### src/rtl/aes_block_dma_if.sv
// Wishbone master/slave bundle used between the AES block DMA and the shared word memory.
interface aes_block_dma_if #(
    parameter int unsigned ADDR_W = 32
);
    logic              cyc;
    logic              stb;
    logic              we;
    logic [ADDR_W-1:0] adr;
    logic [31:0]       dat_w;
    logic [3:0]        sel;
    logic [31:0]       dat_r;
    logic              ack;
    logic              err;

    modport master (
        output cyc, stb, we, adr, dat_w, sel,
        input  dat_r, ack, err
    );

    modport slave (
        input  cyc, stb, we, adr, dat_w, sel,
        output dat_r, ack, err
    );
endinterface

### src/rtl/aes_block_dma.sv
// AES block DMA: reads 4 words per block over Wishbone, hands the 128-bit block to the AES
// core, takes the 128-bit result back and writes it out as 4 words, repeated len_i times.
module aes_block_dma #(
    parameter int unsigned ADDR_W  = 32,
    parameter int unsigned LEN_W   = 16,
    parameter int unsigned TIMEOUT = 255
) (
    input  logic              port0_wb_clk_i,
    input  logic              port0_wb_rst_i,
    input  logic              start_i,
    input  logic [ADDR_W-1:0] src_addr_i,
    input  logic [ADDR_W-1:0] dst_addr_i,
    input  logic [LEN_W-1:0]  len_i,
    output logic              busy_o,
    output logic              done_o,
    output logic              err_o,
    aes_block_dma_if.master   m_wb,
    output logic [127:0]      blk_o,
    output logic              blk_valid_o,
    input  logic              blk_ready_i,
    input  logic [127:0]      res_i,
    input  logic              res_valid_i,
    output logic              res_ready_o
);

    localparam logic [2:0] IDLE    = 3'd0;
    localparam logic [2:0] RD_REQ  = 3'd1;
    localparam logic [2:0] RD_WAIT = 3'd2;
    localparam logic [2:0] BLK_OUT = 3'd3;
    localparam logic [2:0] RES_IN  = 3'd4;
    localparam logic [2:0] WR_REQ  = 3'd5;
    localparam logic [2:0] WR_WAIT = 3'd6;
    localparam logic [2:0] FINISH  = 3'd7;

    // Last wait-cycle count before giving up on an ack.
    localparam logic [7:0] TMO_LAST = 8'(TIMEOUT - 1);

    logic [2:0]        state;
    logic [2:0]        state_next;
    logic [ADDR_W-1:0] src;
    logic [ADDR_W-1:0] dst;
    logic [LEN_W-1:0]  remain;
    logic [1:0]        word_idx;
    logic [7:0]        tmo_cnt;
    logic [127:0]      blk;
    logic [127:0]      res;
    logic              zero_done;
    logic              err_pulse;
    logic              in_wait;
    logic              ack_ok;
    logic              abort;
    logic              last_word;
    logic              launch;
    logic              is_wr;
    logic [31:0]       res_word;

    // Alignment bits of the addresses are dropped on purpose.
    logic unused_low;
    assign unused_low = ^{src_addr_i[3:0], dst_addr_i[3:0]};

    assign in_wait   = (state == RD_WAIT) || (state == WR_WAIT);
    // err beats ack; ack beats a timeout landing in the same cycle.
    assign ack_ok    = in_wait && m_wb.ack && !m_wb.err;
    assign abort     = in_wait && (m_wb.err || (!m_wb.ack && (tmo_cnt == TMO_LAST)));
    assign last_word = (word_idx == 2'd3);
    assign launch    = (state == IDLE) && start_i && (len_i != '0);
    assign is_wr     = (state == WR_REQ) || (state == WR_WAIT);

    // Next-state decode.
    always_comb begin
        state_next = state;
        case (state)
            IDLE:    if (launch) state_next = RD_REQ;
            RD_REQ:  state_next = RD_WAIT;
            RD_WAIT: begin
                if (abort)       state_next = IDLE;
                else if (ack_ok) state_next = last_word ? BLK_OUT : RD_REQ;
            end
            BLK_OUT: if (blk_ready_i) state_next = RES_IN;
            RES_IN:  if (res_valid_i) state_next = WR_REQ;
            WR_REQ:  state_next = WR_WAIT;
            WR_WAIT: begin
                if (abort) begin
                    state_next = IDLE;
                end else if (ack_ok) begin
                    if (!last_word)                 state_next = WR_REQ;
                    else if (remain == LEN_W'(1))   state_next = FINISH;
                    else                            state_next = RD_REQ;
                end
            end
            FINISH:  state_next = IDLE;
            default: state_next = IDLE;
        endcase
    end

    // State register.
    always_ff @(posedge port0_wb_clk_i or posedge port0_wb_rst_i) begin
        if (port0_wb_rst_i) state <= IDLE;
        else                state <= state_next;
    end

    // Addresses, counters, block/result buffers and the done/err pulse registers.
    always_ff @(posedge port0_wb_clk_i or posedge port0_wb_rst_i) begin
        if (port0_wb_rst_i) begin
            src       <= '0;
            dst       <= '0;
            remain    <= '0;
            word_idx  <= '0;
            tmo_cnt   <= '0;
            blk       <= '0;
            res       <= '0;
            zero_done <= 1'b0;
            err_pulse <= 1'b0;
        end else begin
            zero_done <= (state == IDLE) && start_i && (len_i == '0);
            err_pulse <= abort;

            if (launch) begin
                src      <= {src_addr_i[ADDR_W-1:4], 4'h0};
                dst      <= {dst_addr_i[ADDR_W-1:4], 4'h0};
                remain   <= len_i;
                word_idx <= '0;
            end

            if ((state == RD_REQ) || (state == WR_REQ)) begin
                tmo_cnt <= '0;
            end else if (in_wait && !m_wb.ack && !abort) begin
                tmo_cnt <= tmo_cnt + 8'd1;
            end

            if ((state == RD_WAIT) && ack_ok) begin
                case (word_idx)
                    2'd0:    blk[127:96] <= m_wb.dat_r;
                    2'd1:    blk[95:64]  <= m_wb.dat_r;
                    2'd2:    blk[63:32]  <= m_wb.dat_r;
                    default: blk[31:0]   <= m_wb.dat_r;
                endcase
                word_idx <= word_idx + 2'd1;
            end

            if ((state == RES_IN) && res_valid_i) begin
                res <= res_i;
            end

            if ((state == WR_WAIT) && ack_ok) begin
                word_idx <= word_idx + 2'd1;
                if (last_word) begin
                    src    <= src + ADDR_W'(16);
                    dst    <= dst + ADDR_W'(16);
                    remain <= remain - LEN_W'(1);
                end
            end
        end
    end

    // Bus and handshake outputs decoded from the state; all zero while idle.
    always_comb begin
        case (word_idx)
            2'd0:    res_word = res[127:96];
            2'd1:    res_word = res[95:64];
            2'd2:    res_word = res[63:32];
            default: res_word = res[31:0];
        endcase
        m_wb.cyc   = (state == RD_REQ) || (state == RD_WAIT) || is_wr;
        m_wb.stb   = (state == RD_REQ) || (state == WR_REQ);
        m_wb.we    = is_wr;
        m_wb.sel   = m_wb.stb ? 4'hF : 4'h0;
        m_wb.adr   = '0;
        if (m_wb.cyc) m_wb.adr = (is_wr ? dst : src) + ADDR_W'({word_idx, 2'b00});
        m_wb.dat_w = is_wr ? res_word : 32'h0;
        blk_o       = blk;
        blk_valid_o = (state == BLK_OUT);
        res_ready_o = (state == RES_IN);
        busy_o      = (state != IDLE);
        done_o      = zero_done || (state == FINISH);
        err_o       = err_pulse;
    end

endmodule

### src/flat_wrapper.sv
// flat-port wrapper written by rule: the top's interface ports become plain ports
module aes_block_dma_flat 
#(
    parameter int unsigned ADDR_W  = 32,
    parameter int unsigned LEN_W   = 16,
    parameter int unsigned TIMEOUT = 255
)
  (port0_wb_clk_i, port0_wb_rst_i, start_i, src_addr_i, dst_addr_i, len_i, busy_o, done_o, err_o, blk_o, blk_valid_o, blk_ready_i, res_i, res_valid_i, res_ready_o, m_wb_cyc, m_wb_stb, m_wb_we, m_wb_adr, m_wb_dat_w, m_wb_sel, m_wb_dat_r, m_wb_ack, m_wb_err);
  aes_block_dma_if #(.ADDR_W(ADDR_W)) m_wb_i ();
  input  logic port0_wb_clk_i;
  input  logic port0_wb_rst_i;
  input  logic start_i;
  input  logic [ADDR_W-1:0] src_addr_i;
  input  logic [ADDR_W-1:0] dst_addr_i;
  input  logic [LEN_W-1:0] len_i;
  output logic busy_o;
  output logic done_o;
  output logic err_o;
  output logic [127:0] blk_o;
  output logic blk_valid_o;
  input  logic blk_ready_i;
  input  logic [127:0] res_i;
  input  logic res_valid_i;
  output logic res_ready_o;
  output wire logic [$bits(m_wb_i.cyc)-1:0] m_wb_cyc;
  output wire logic [$bits(m_wb_i.stb)-1:0] m_wb_stb;
  output wire logic [$bits(m_wb_i.we)-1:0] m_wb_we;
  output wire logic [$bits(m_wb_i.adr)-1:0] m_wb_adr;
  output wire logic [$bits(m_wb_i.dat_w)-1:0] m_wb_dat_w;
  output wire logic [$bits(m_wb_i.sel)-1:0] m_wb_sel;
  input wire logic [$bits(m_wb_i.dat_r)-1:0] m_wb_dat_r;
  input wire logic [$bits(m_wb_i.ack)-1:0] m_wb_ack;
  input wire logic [$bits(m_wb_i.err)-1:0] m_wb_err;
  assign m_wb_cyc = m_wb_i.cyc;
  assign m_wb_stb = m_wb_i.stb;
  assign m_wb_we = m_wb_i.we;
  assign m_wb_adr = m_wb_i.adr;
  assign m_wb_dat_w = m_wb_i.dat_w;
  assign m_wb_sel = m_wb_i.sel;
  assign m_wb_i.dat_r = m_wb_dat_r;
  assign m_wb_i.ack = m_wb_ack;
  assign m_wb_i.err = m_wb_err;
  aes_block_dma #(.ADDR_W(ADDR_W), .LEN_W(LEN_W), .TIMEOUT(TIMEOUT)) u_core (.port0_wb_clk_i(port0_wb_clk_i), .port0_wb_rst_i(port0_wb_rst_i), .start_i(start_i), .src_addr_i(src_addr_i), .dst_addr_i(dst_addr_i), .len_i(len_i), .busy_o(busy_o), .done_o(done_o), .err_o(err_o), .m_wb(m_wb_i), .blk_o(blk_o), .blk_valid_o(blk_valid_o), .blk_ready_i(blk_ready_i), .res_i(res_i), .res_valid_i(res_valid_i), .res_ready_o(res_ready_o));
endmodule
### config.mk
export PLATFORM = sky130hd
export DESIGN_NAME = aes_block_dma_flat
export DESIGN_NICKNAME = d
export VERILOG_FILES = /design/src/rtl/aes_block_dma_if.sv /design/src/rtl/aes_block_dma.sv /design/src/flat_wrapper.sv
export SDC_FILE = /design/constraint.sdc
export NUM_CORES = 1
export LEC_CHECK = 0
export CAP_MARGIN = 0
export CORE_AREA = 2 2 184 186
export CTS_CLUSTER_SIZE = 40
export DETAILED_ROUTE_END_ITERATION = 8
export DIE_AREA = 0 0 186 188
export PLACE_DENSITY = 0.95
export REMOVE_ABC_BUFFERS = 1
export SETUP_SLACK_MARGIN = 0.4
export SYNTH_ARGS = -nofsm -noshare
export SYNTH_HDL_FRONTEND = slang
export SYNTH_SLANG_ARGS = --single-unit
### constraint.sdc
create_clock -name port0_wb_clk_i -period 33.5 [get_ports port0_wb_clk_i]
set_clock_uncertainty 0.05 [all_clocks]
set_input_delay 10.05 -clock port0_wb_clk_i [delete_from_list [all_inputs] [get_ports port0_wb_clk_i]]
set_output_delay 10.05 -clock port0_wb_clk_i [all_outputs]
set_load 0.01 [all_outputs]
# Yosys cells after proc, flatten, opt, wreduce, memory -nomap -nowiden
# Index checks and enable logic that the tools add are counted.
[word_totals] regBits=351 input_bits=247 word_cells=102
[op_classes] n_bitwise=1 muxes=30 addsub=6 reduce_logical=35 n_eq_ne=17
[op_table] op="32-bit two-way mux" n=9
[op_table] op="32-bit one-hot mux with 3 select lines" n=1
[op_table] op="32-bit by 5-bit adder with 32-bit output, second input constant" n=2
[op_table] op="16-bit two-way mux" n=3
[op_table] op="32-bit by 4-bit adder with 32-bit output" n=1
[op_table] op="3-bit two-way mux" n=9
[op_table] op="3-bit one-hot mux with 8 select lines" n=1
[op_table] op="16-bit by 1-bit == test with 1-bit output, second input constant" n=1
[op_table] op="16-bit logical NOT" n=1
[op_table] op="8-bit two-way mux" n=2
[op_table] op="16-bit nonzero test" n=1
[op_table] op="16-bit by 1-bit subtractor with 16-bit output, second input constant" n=1
[op_table] op="3-bit == test, second input constant" n=4
[op_table] op="1-bit logical AND" n=12
[op_table] op="8-bit by 1-bit adder with 8-bit output, second input constant" n=1
[op_table] op="8-bit == test, second input constant" n=1
[op_table] op="2-bit two-way mux" n=4
[op_table] op="2-bit AND reduction" n=4
[op_table] op="1-bit logical OR" n=7
[op_table] op="3-bit by 2-bit == test with 1-bit output, second input constant" n=2
[op_table] op="3-bit by 1-bit != test with 1-bit output, second input constant" n=2
[op_table] op="3-bit nonzero test" n=2
[op_table] op="5-bit AND reduction" n=1
[op_table] op="2-bit == test, second input constant" n=2
[op_table] op="12 further kinds" n=15

# Depth between registers and ports, before layout
# Gate-level depths: netlist (run 1).
[logic_depth] ltp_word=8 ltp_mapped=15 ltp_nobuf=13

# Least setup slack after synthesis (run 1)
# Ideal clock, no wire load.
[synth_timing] path_kind="register to output" startpoint="register u_core.state[1]" endpoint="output m_wb_adr[30]" stages_incl_launch_ff=15 arrival_time_ns=3.289 n_path_buf=3 slack_ns=20.111 t_required_ns=23.400 path_cell_list="dfrtp_1 > xnor2_4 > inv_4 > nand2_4 > buf_2 > clkbuf_1 > nand2_1 > nand2_1 > ha_1 > inv_1 > fa_1 > clkbuf_1 > a21oi_1 > nand3_1 > a221oi_1"
[synth_via] elab_chain_cells=5 elab_cells_between_ends=10 classes_between="add/sub: 1; eq/ne: 4; mux: 2; reduce/logical: 3"
[synth_lines] element="from (decl)" line="aes_block_dma.sv:38" rtl="logic [2:0] state;"
[synth_lines] element="from (signal assigned)" line="aes_block_dma.sv:99" rtl="else state <= state_next;"
[synth_lines] element="3-bit == test" line="aes_block_dma.sv:67" rtl="assign is_wr = (state == WR_REQ) || (state == WR_WAIT);"
[synth_lines] element="1-bit logical OR" line="aes_block_dma.sv:67"
[synth_lines] element="32-bit two-way mux" line="aes_block_dma.sv:169" rtl="if (m_wb.cyc) m_wb.adr = (is_wr ? dst : src) + ADDR_W'({word_idx, 2'b00});"
[synth_lines] element="32-bit by 4-bit adder with 32-bit output" line="aes_block_dma.sv:169"
[synth_lines] element="32-bit two-way mux *" line="aes_block_dma.sv:169"
[synth_lines] element="to (decl)" line="flat_wrapper.sv:28" rtl="output wire logic [$bits(m_wb_i.adr)-1:0] m_wb_adr;"
# Mark *: on every way between the ends. The rest lies on a longest branch, timed or not.

# Worst setup path after layout (run 1)
# Ends and elaborated chain as after synthesis.

==> results of run 1 <==
-- power groups by stage --
stage | registers [mW] | clock network (mW) | logic, mW
6_report | 0.754 | 0.435 | 0.835
3_3_place_gp | 0.726 | 0 | 0.785
3_5_place_dp | 0.746 | 0 | 0.816
2_1_floorplan | 0.732 | 0 | 0.452
5_1_grt | 0.772 | 0.456 | 0.896
4_1_cts | 0.745 | 0.437 | 0.831
-- cell type report --
cell class              count  share of cell area [%]
diodes                     13                   0.140
clock buffers              55                    4.75
clock inverters            10                   0.694
inverters                  26                   0.462
multi-input cells        1045                    34.2
flip-flops and latches    351                    37.8
well taps                 448                    2.41
repair buffers            461                    19.6
-- worst max-delay path, delay by kind of cell (launching register included) --
| family | cells | cell delay, ns |
|---|---|---|
| simple gates | 4 | 0.86 |
| fa+ha+maj | 2 | 0.71 |
| xor+xnor | 1 | 0.23 |
| flops | 1 | 0.54 |
| compound gates | 2 | 1.08 |
| buf+inv | 4 | 1.49 |
-- layer usage --
layer  vias to the layer above  share of wire, %
li1                       6493                 -
met1                      7434                37
met2                       849                49
met3                       225               8.3
met4                         2               6.1
met5                         -             0.014
-- registers in the layout (all words and copies together), names as in the netlist --
signal	cells
u_core.blk_o	128
u_core.dst	32
u_core.err_o	1
u_core.remain	16
u_core.res	128
u_core.src	32
u_core.state	3
u_core.tmo_cnt	8
u_core.word_idx	2
u_core.zero_done	1
-- cells in the final DEF (no fill, tap or decap), types with 7 or more instances in the layout --
cell and count:
a211oi_1 27, a21o_1 9, a21oi_1 85, a221oi_1 7, a222oi_1 32, a311oi_1 18
and2_1 17, and3_1 20, and4_1 17, buf_4 19, clkbuf_1 8, clkbuf_16 38
clkbuf_8 9, clkdlybuf4s50_1 442, dfrtp_1 350, diode_2 13, ha_1 12, inv_1 23
mux2_2 266, mux2i_1 40, nand2_1 70, nand3_1 41, nand4_1 32, nor2_1 150
nor3_1 38, nor4_1 14, o211ai_1 8, o21ai_0 19, o221a_2 20, o22ai_1 7
o31ai_1 11, xnor2_1 9, xor2_1 10
-- per-stage QoR --
step / hold slack [ns] / instances
2_1_floorplan: 0.403 / 1422
3_3_place_gp: 0.418 / 2331
3_5_place_dp: 0.421 / 2331
4_1_cts: 0.440 / 2396
5_1_grt: 0.450 / 2409
6_report: 0.435 / 2409
-- worst min path at each step --
| stage | endpoint |
|---|---|
| finish | u_core.dst[0] |
| floorplan | u_core.src[0] |
| detailed placement | u_core.dst[1] |
| CTS | u_core.src[0] |
| global route | u_core.dst[2] |
| global placement | u_core.src[0] |
-- logic make-up after synthesis --
family	count (synthesis)	synth area share [%]
AO/OA/AOI/OAI	284	12.0
XOR/XNOR	20	1.12
adder cells (fa/ha/maj)	14	1.05
buffers and inverters	148	3.73
flip-flops	351	50.6
multiplexers	306	19.6
AND/OR/NAND/NOR	421	12.0
==> summary.md, run 1 <==
| Metric | Value |
|---|---|
| Tot GR Track Use | 32.3% |
| Sequential fraction of the synthesis area | between 50% and 60% |
| Share of cells above drive strength 1 | 19.6% |
| GR Util met2 | between 50% and 60% |
| Worst r2r path cells | 6 |
| Required time of the critical path | between 20 and 25 ns |
| DR iter-0 viols | between 1k and 1.5k |
| Post-CTS Setup Bufs | 0 |
| CTS Root Cell | clkbuf_16 |
| P_leak | a little under 10 nW |
| Area delta synth->final | 34.1% |
| Final core occ | a little over two thirds |
| CP Launch Type | register |
| Share of total power in the clock network | 21.5% |
| Routed Antenna Nets | 0 |
| Num Clock Sinks | between 300 and 400 |
| Multi-input logic area | between 0.007 and 0.008 mm^2 |
| Combinational share of power | 41.2% |
| Psw | 0.739 mW |
| Maxcap violations | 0 |
| Syn Std Cell Area | approximately 0.017 mm^2 |
| Most common cell on crit path | nand2_1 |
| Worst Setup End Kind | output pin |
| Routed vias/inst | between 6 and 7 |
| Most frequent cells after synthesis | dfrtp_1 (351), mux2_2 (266), nor2_1 (150) |
| Post-synth ARST share | between 90% and 100% |
| RSZ-0062 raised after global routing | no |
| Routed Wire Length | 56,800 um |
| CP arrival | between 5 and 6 ns |
| Hold crit path type | register to register |
| Critical path peak fanout | between 50 and 60 |
| Worst R2R Start | u_core.state[2] |
| Largest area contributor in the synthesized netlist | dfrtp_1 |
| Worst Tran Pin Value | between 1 and 1.5 ns |
| Post-synthesis area per instance | roughly 11 um^2 |
| Critical R2R Capture | u_core.res[110] |
| Core region area | ~0.033 mm^2 |
| Register bit total from synthesis | 351 |
| Post-synth top area share | roughly half |
| Die X | roughly 190 um |
| Synth Flop Type | dfrtp_1 |
| CTS H-tree lvls | 2 |
| Critical Path Sink | m_wb_adr[30] |
| Worst skew pair latency | approximately 0.51 ns |
| Pre-CTS setup slack | between 15 and 20 ns |
| Slew HR | approximately a quarter |
| Io pins | 451 |
| First drt pass iteration count | 7 |
| GR Util met3 | between 7 and 8% |
| Finished Cell Area | ~0.023 mm^2 |
| Initial core utilization | between 50% and 60% |
| Mapped Cells | about 1.5k |
| Routed len/inst | roughly 24 um |
| Worst-path cell chain | xnor2_4 > inv_4 > nand2_4 > inv_2 > nand2_1 > nand2_1 > ha_1 > inv_1 > fa_1 > a21oi_1 > nand3_1 > a221oi_1 > clkdlybuf4s50_1 |
| HP Start | u_core.dst[0] |
| Cell internal pwr | 1.28 mW |
| # DRC | 0 |
| Crit. Startpoint | u_core.state[1] |
| Post-synthesis cell type count | between 60 and 70 |
| Post-layout nets | 2,184 |
| Met1 Track Usage GR | between 30% and 40% |
| Final setup TNS | 0 ns |
| First-pass GRT wire length | between 80,000 and 90,000 um |
| Critical path class | register to output pin |
| CTS tree | done |
| Status | complete, no violations |
| DR vias | 15.0k |
| DP Area | between 0.02 and 0.025 mm^2 |
| Reg2Reg Setup Slack | between 20 and 30 ns |
| Cell Pwr Density | roughly 87 mW/mm^2 |
| CP max-delay cell | a21oi_1 |
| Hold depth | 1 |
| Port Buf Inserts | about 440 |
| Ys Warns | 0 |
| Pin count of the biggest net entering global routing | approximately 120 |
| Global route hottest layer | met2 |
| Vias in the first global route | ~15k |
| RePlAce Congestion | 0.916 |
| Max Slew Vio Count | 0 |
| Final worst slack | about 18 ns |
| Power Total | about 2 mW |
| Worst vdd ir | about 0.094 mV |
| Fmax | ~0.064 GHz |
| Number of flops mapped to enable cells by yosys | 0 |
| Sequential power share | 37.3% |
| Most frequent cell after synthesis | dfrtp_1 |
| Max clock buf depth | 3 |
| Number of hold violations in the final report | 0 |
| PostCTS Resize Cnt | 0 |
| GR Overflow Total | 0 |
| Top post-synthesis cells by area | dfrtp_1 (51%), mux2_2 (17%), nor2_1 (3.2%), a21oi_1 (2.5%), mux2i_1 (2.3%) |
| Rows | 67 |
| Worst-path clk slew | about 0.060 ns |
| Sw Share | around 37% |
| Num CTS Buffers | 38 |
| Initial antenna violation count | 14 |
| Die Ht | ~190 um |
| Setup violations, final | 0 |
| Tmin final | between 15 and 20 ns |
| Full die area | between 0.03 and 0.04 mm^2 |
| Final worst-path cycle share | 46.4% |
| FILL cells | about 2.2k |
| Slowest stage delay, CP | roughly 0.77 ns |
| Register area | 0.00878 mm^2 |
| Post-DP HPWL | 37,300 um |
| # hold bufs at CTS | 0 |
Note: power is estimated with default switching activity, not from simulation.
==> run 2, diff against run 1 <==
Settings changed: CORE_AREA 2 2 184 186 to 2 2 190 192, DIE_AREA 0 0 186 188 to 0 0 192 194, PLACE_DENSITY 0.95 to 0.91.
Clock period 33.5 ns to 15.55 ns, I/O delays scaled along.
==> summary.md, run 2 (synthesis gave the netlist of run 1 again) <==
| Metric | Value |
|---|---|
| GR Overflow Total | 0 (unchanged) |
| Critical path class | register to output pin |
| Routed vias/inst | 6.14 (-1.5%) |
| First-pass GRT wire length | 86,100 um (-1.9%) |
| Pin count of the biggest net entering global routing | 158 (+37%) |
| Most frequent cells in the layout | clkdlybuf4s50_1 (442), dfrtp_1 (350), mux2_2 (266) |
| CTS H-tree lvls | 2 (unchanged) |
| Post-layout nets | 2,183 (-0.046%) |
| DP Area | 0.0220 mm^2 (about the same) |
| Post-CTS Setup Bufs | 0 (unchanged) |
| Slew HR | 28.6% (+5.0 points) |
| Fmax | about 0.097 GHz |
| CTS Root Cell | clkbuf_16 |
| Full die area | 0.0372 mm^2 (+6.5%) |
| Worst r2r path cells | 6 (unchanged) |
| Vias in the first global route | 15.3k (-0.82%) |
| GR Util met2 | 48.9% (-4.3 points) |
| Tot GR Track Use | 29.4% (-2.8 points) |
| Setup violations, final | 0 (unchanged) |
| Max Slew Vio Count | 0 (unchanged) |
| P_leak | 9.79 nW (about the same) |
| Max clock buf depth | 3 (unchanged) |
| Met1 Track Usage GR | 35.3% (-3.0 points) |
| Critical Path Sink | m_wb_adr[30] |
| Initial core utilization | 49.3% (-3.1 points) |
| RSZ-0062 raised after global routing | no |
| CTS tree | done |
| Io pins | 451 (unchanged) |
| Post-DP HPWL | 37,200 um (-0.44%) |
| PostCTS Resize Cnt | 0 (unchanged) |
| Share of cells above drive strength 1 | 19.7% (+0.093 points) |
| # DRC | 0 (unchanged) |
| Initial antenna violation count | 15 (+1) |
| Number of hold violations in the final report | 0 (unchanged) |
| Final worst-path cycle share | between 60% and 70% |
| Worst-path clk slew | 0.06 ns (about the same) |
| # hold bufs at CTS | 0 (unchanged) |
| Die X | 192 um (+3.2%) |
| Worst Tran Pin Value | 1.07 ns (-0.0746 ns) |
| Rows | 69 (+3.0%) |
| Final setup TNS | 0 ns (unchanged) |
| Worst R2R Start | u_core.state[2] |
| CP Launch Type | register |
| Worst skew pair latency | 0.54 ns (+0.03 ns) |
| Reg2Reg Setup Slack | 11.73 ns (-17.99 ns) |
| Num Clock Sinks | 351 (unchanged) |
| Cell Pwr Density | 187 mW/mm^2 (+110%) |
| Finished Cell Area | 0.0233 mm^2 (+0.17%) |
| Die Ht | 194 um (+3.2%) |
| Routed len/inst | 23.1 um (-2.2%) |
| GR Util met3 | 6.33% (-1.3 points) |
| Core region area | 0.0352 mm^2 (+6.4%) |
| Worst Setup End Kind | output pin |
| Most common cell after layout, fill and taps aside | clkdlybuf4s50_1 |
| Required time of the critical path | 10.84 ns (-12.56 ns) |
| Status | complete, no violations |
| Global route hottest layer | met2 |
| Tmin final | 10.35 ns |
| Routed Antenna Nets | 0 (unchanged) |
| DR vias | 14.9k (-0.82%) |
| CP arrival | 5.64 ns (+0.20 ns) |
| First drt pass iteration count | 6 (-1) |
| Num CTS Buffers | 39 (+2.6%) |
| Maxcap violations | 0 (unchanged) |
| DR iter-0 viols | 1,324 (-10%) |
| Routed Wire Length | 55,900 um (-1.5%) |
| Critical path peak fanout | 51 (unchanged) |
| Worst vdd ir | 0.177 mV (+88%) |
| Critical R2R Capture | u_core.res[101] |
| Port Buf Inserts | 442 (unchanged) |
| Area delta synth->final | 34.3% |
| Hold crit path type | register to register |
| RePlAce Congestion | 0.893 (-2.4%) |
| Crit. Startpoint | u_core.state[1] |
| FILL cells | 2,460 (+12%) |
==> run 2: worst min-delay path by stage <==
stage             startpoint             to  slack [ns]  cells after the start
3_3_place_gp   u_core.dst[1]  u_core.dst[1]        0.42                      1
2_1_floorplan  u_core.src[0]  u_core.src[0]        0.40                      1
4_1_cts        u_core.src[0]  u_core.src[0]        0.44                      1
3_5_place_dp   u_core.src[0]  u_core.src[0]        0.42                      1
5_1_grt        u_core.dst[0]  u_core.dst[0]        0.46                      1
6_report       u_core.src[0]  u_core.src[0]        0.44                      1
==> run 2: area by class of cell <==
class	count	area (um^2)	share of cell area, %
Clock inverter	12	154	0.660
Timing Repair Buffer	459	4560	19.6
Inverter	26	108	0.462
Antenna cell	15	37.5	0.161
Tap cell	461	577	2.47
Sequential cell	351	8780	37.7
Clock buffer	56	1130	4.85
Multi-Input combinational cell	1045	7950	34.1
==> run 2: worst max-delay path: stages, from the launching register on <==
cell and delay [ns]:
dfrtp_1 0.54, xnor2_4 0.21, buf_4 0.28, inv_4 0.28
nand2_4 0.47, inv_2 0.50, nand2_1 0.10, nand2_1 0.08
ha_1 0.18, inv_1 0.07, fa_1 0.53, a21oi_1 0.73
nand3_1 0.14, a221oi_1 0.34, clkdlybuf4s50_1 0.64
==> run 2: routing by layer <==
| metal | vias up | share of wire [%] |
|---|---|---|
| met2 | 841 | 49 |
| li1 | 6500 | - |
| met4 | 2 | 5.9 |
| met1 | 7324 | 37 |
| met3 | 213 | 8.8 |
| met5 | - | 0.023 |
==> run 2: through the flow <==
stage               std cells  worst slack (ns)  total power, mW  hold WS [ns]  util (%)
floorplan                1422              1.10             2.55         0.403         -
global placement         2342              5.84             3.26         0.419      62.4
detailed placement       2342              5.84             3.36         0.424      62.4
CTS                      2410              5.27             4.33         0.439      66.1
global route             2423              4.93             4.56         0.459      66.2
finish                   2425              5.20             4.35         0.436      66.2
==> run 2: power breakdown <==
| group | internal [mW] | switching [mW] | leakage (nW) | total (mW) |
|---|---|---|---|---|
| logic | 0.925 | 0.873 | 4.78 | 1.80 |
| registers | 1.28 | 0.336 | 4.38 | 1.62 |
| clock network | 0.543 | 0.388 | 0.631 | 0.931 |
| total | 2.75 | 1.60 | 9.79 | 4.35 |
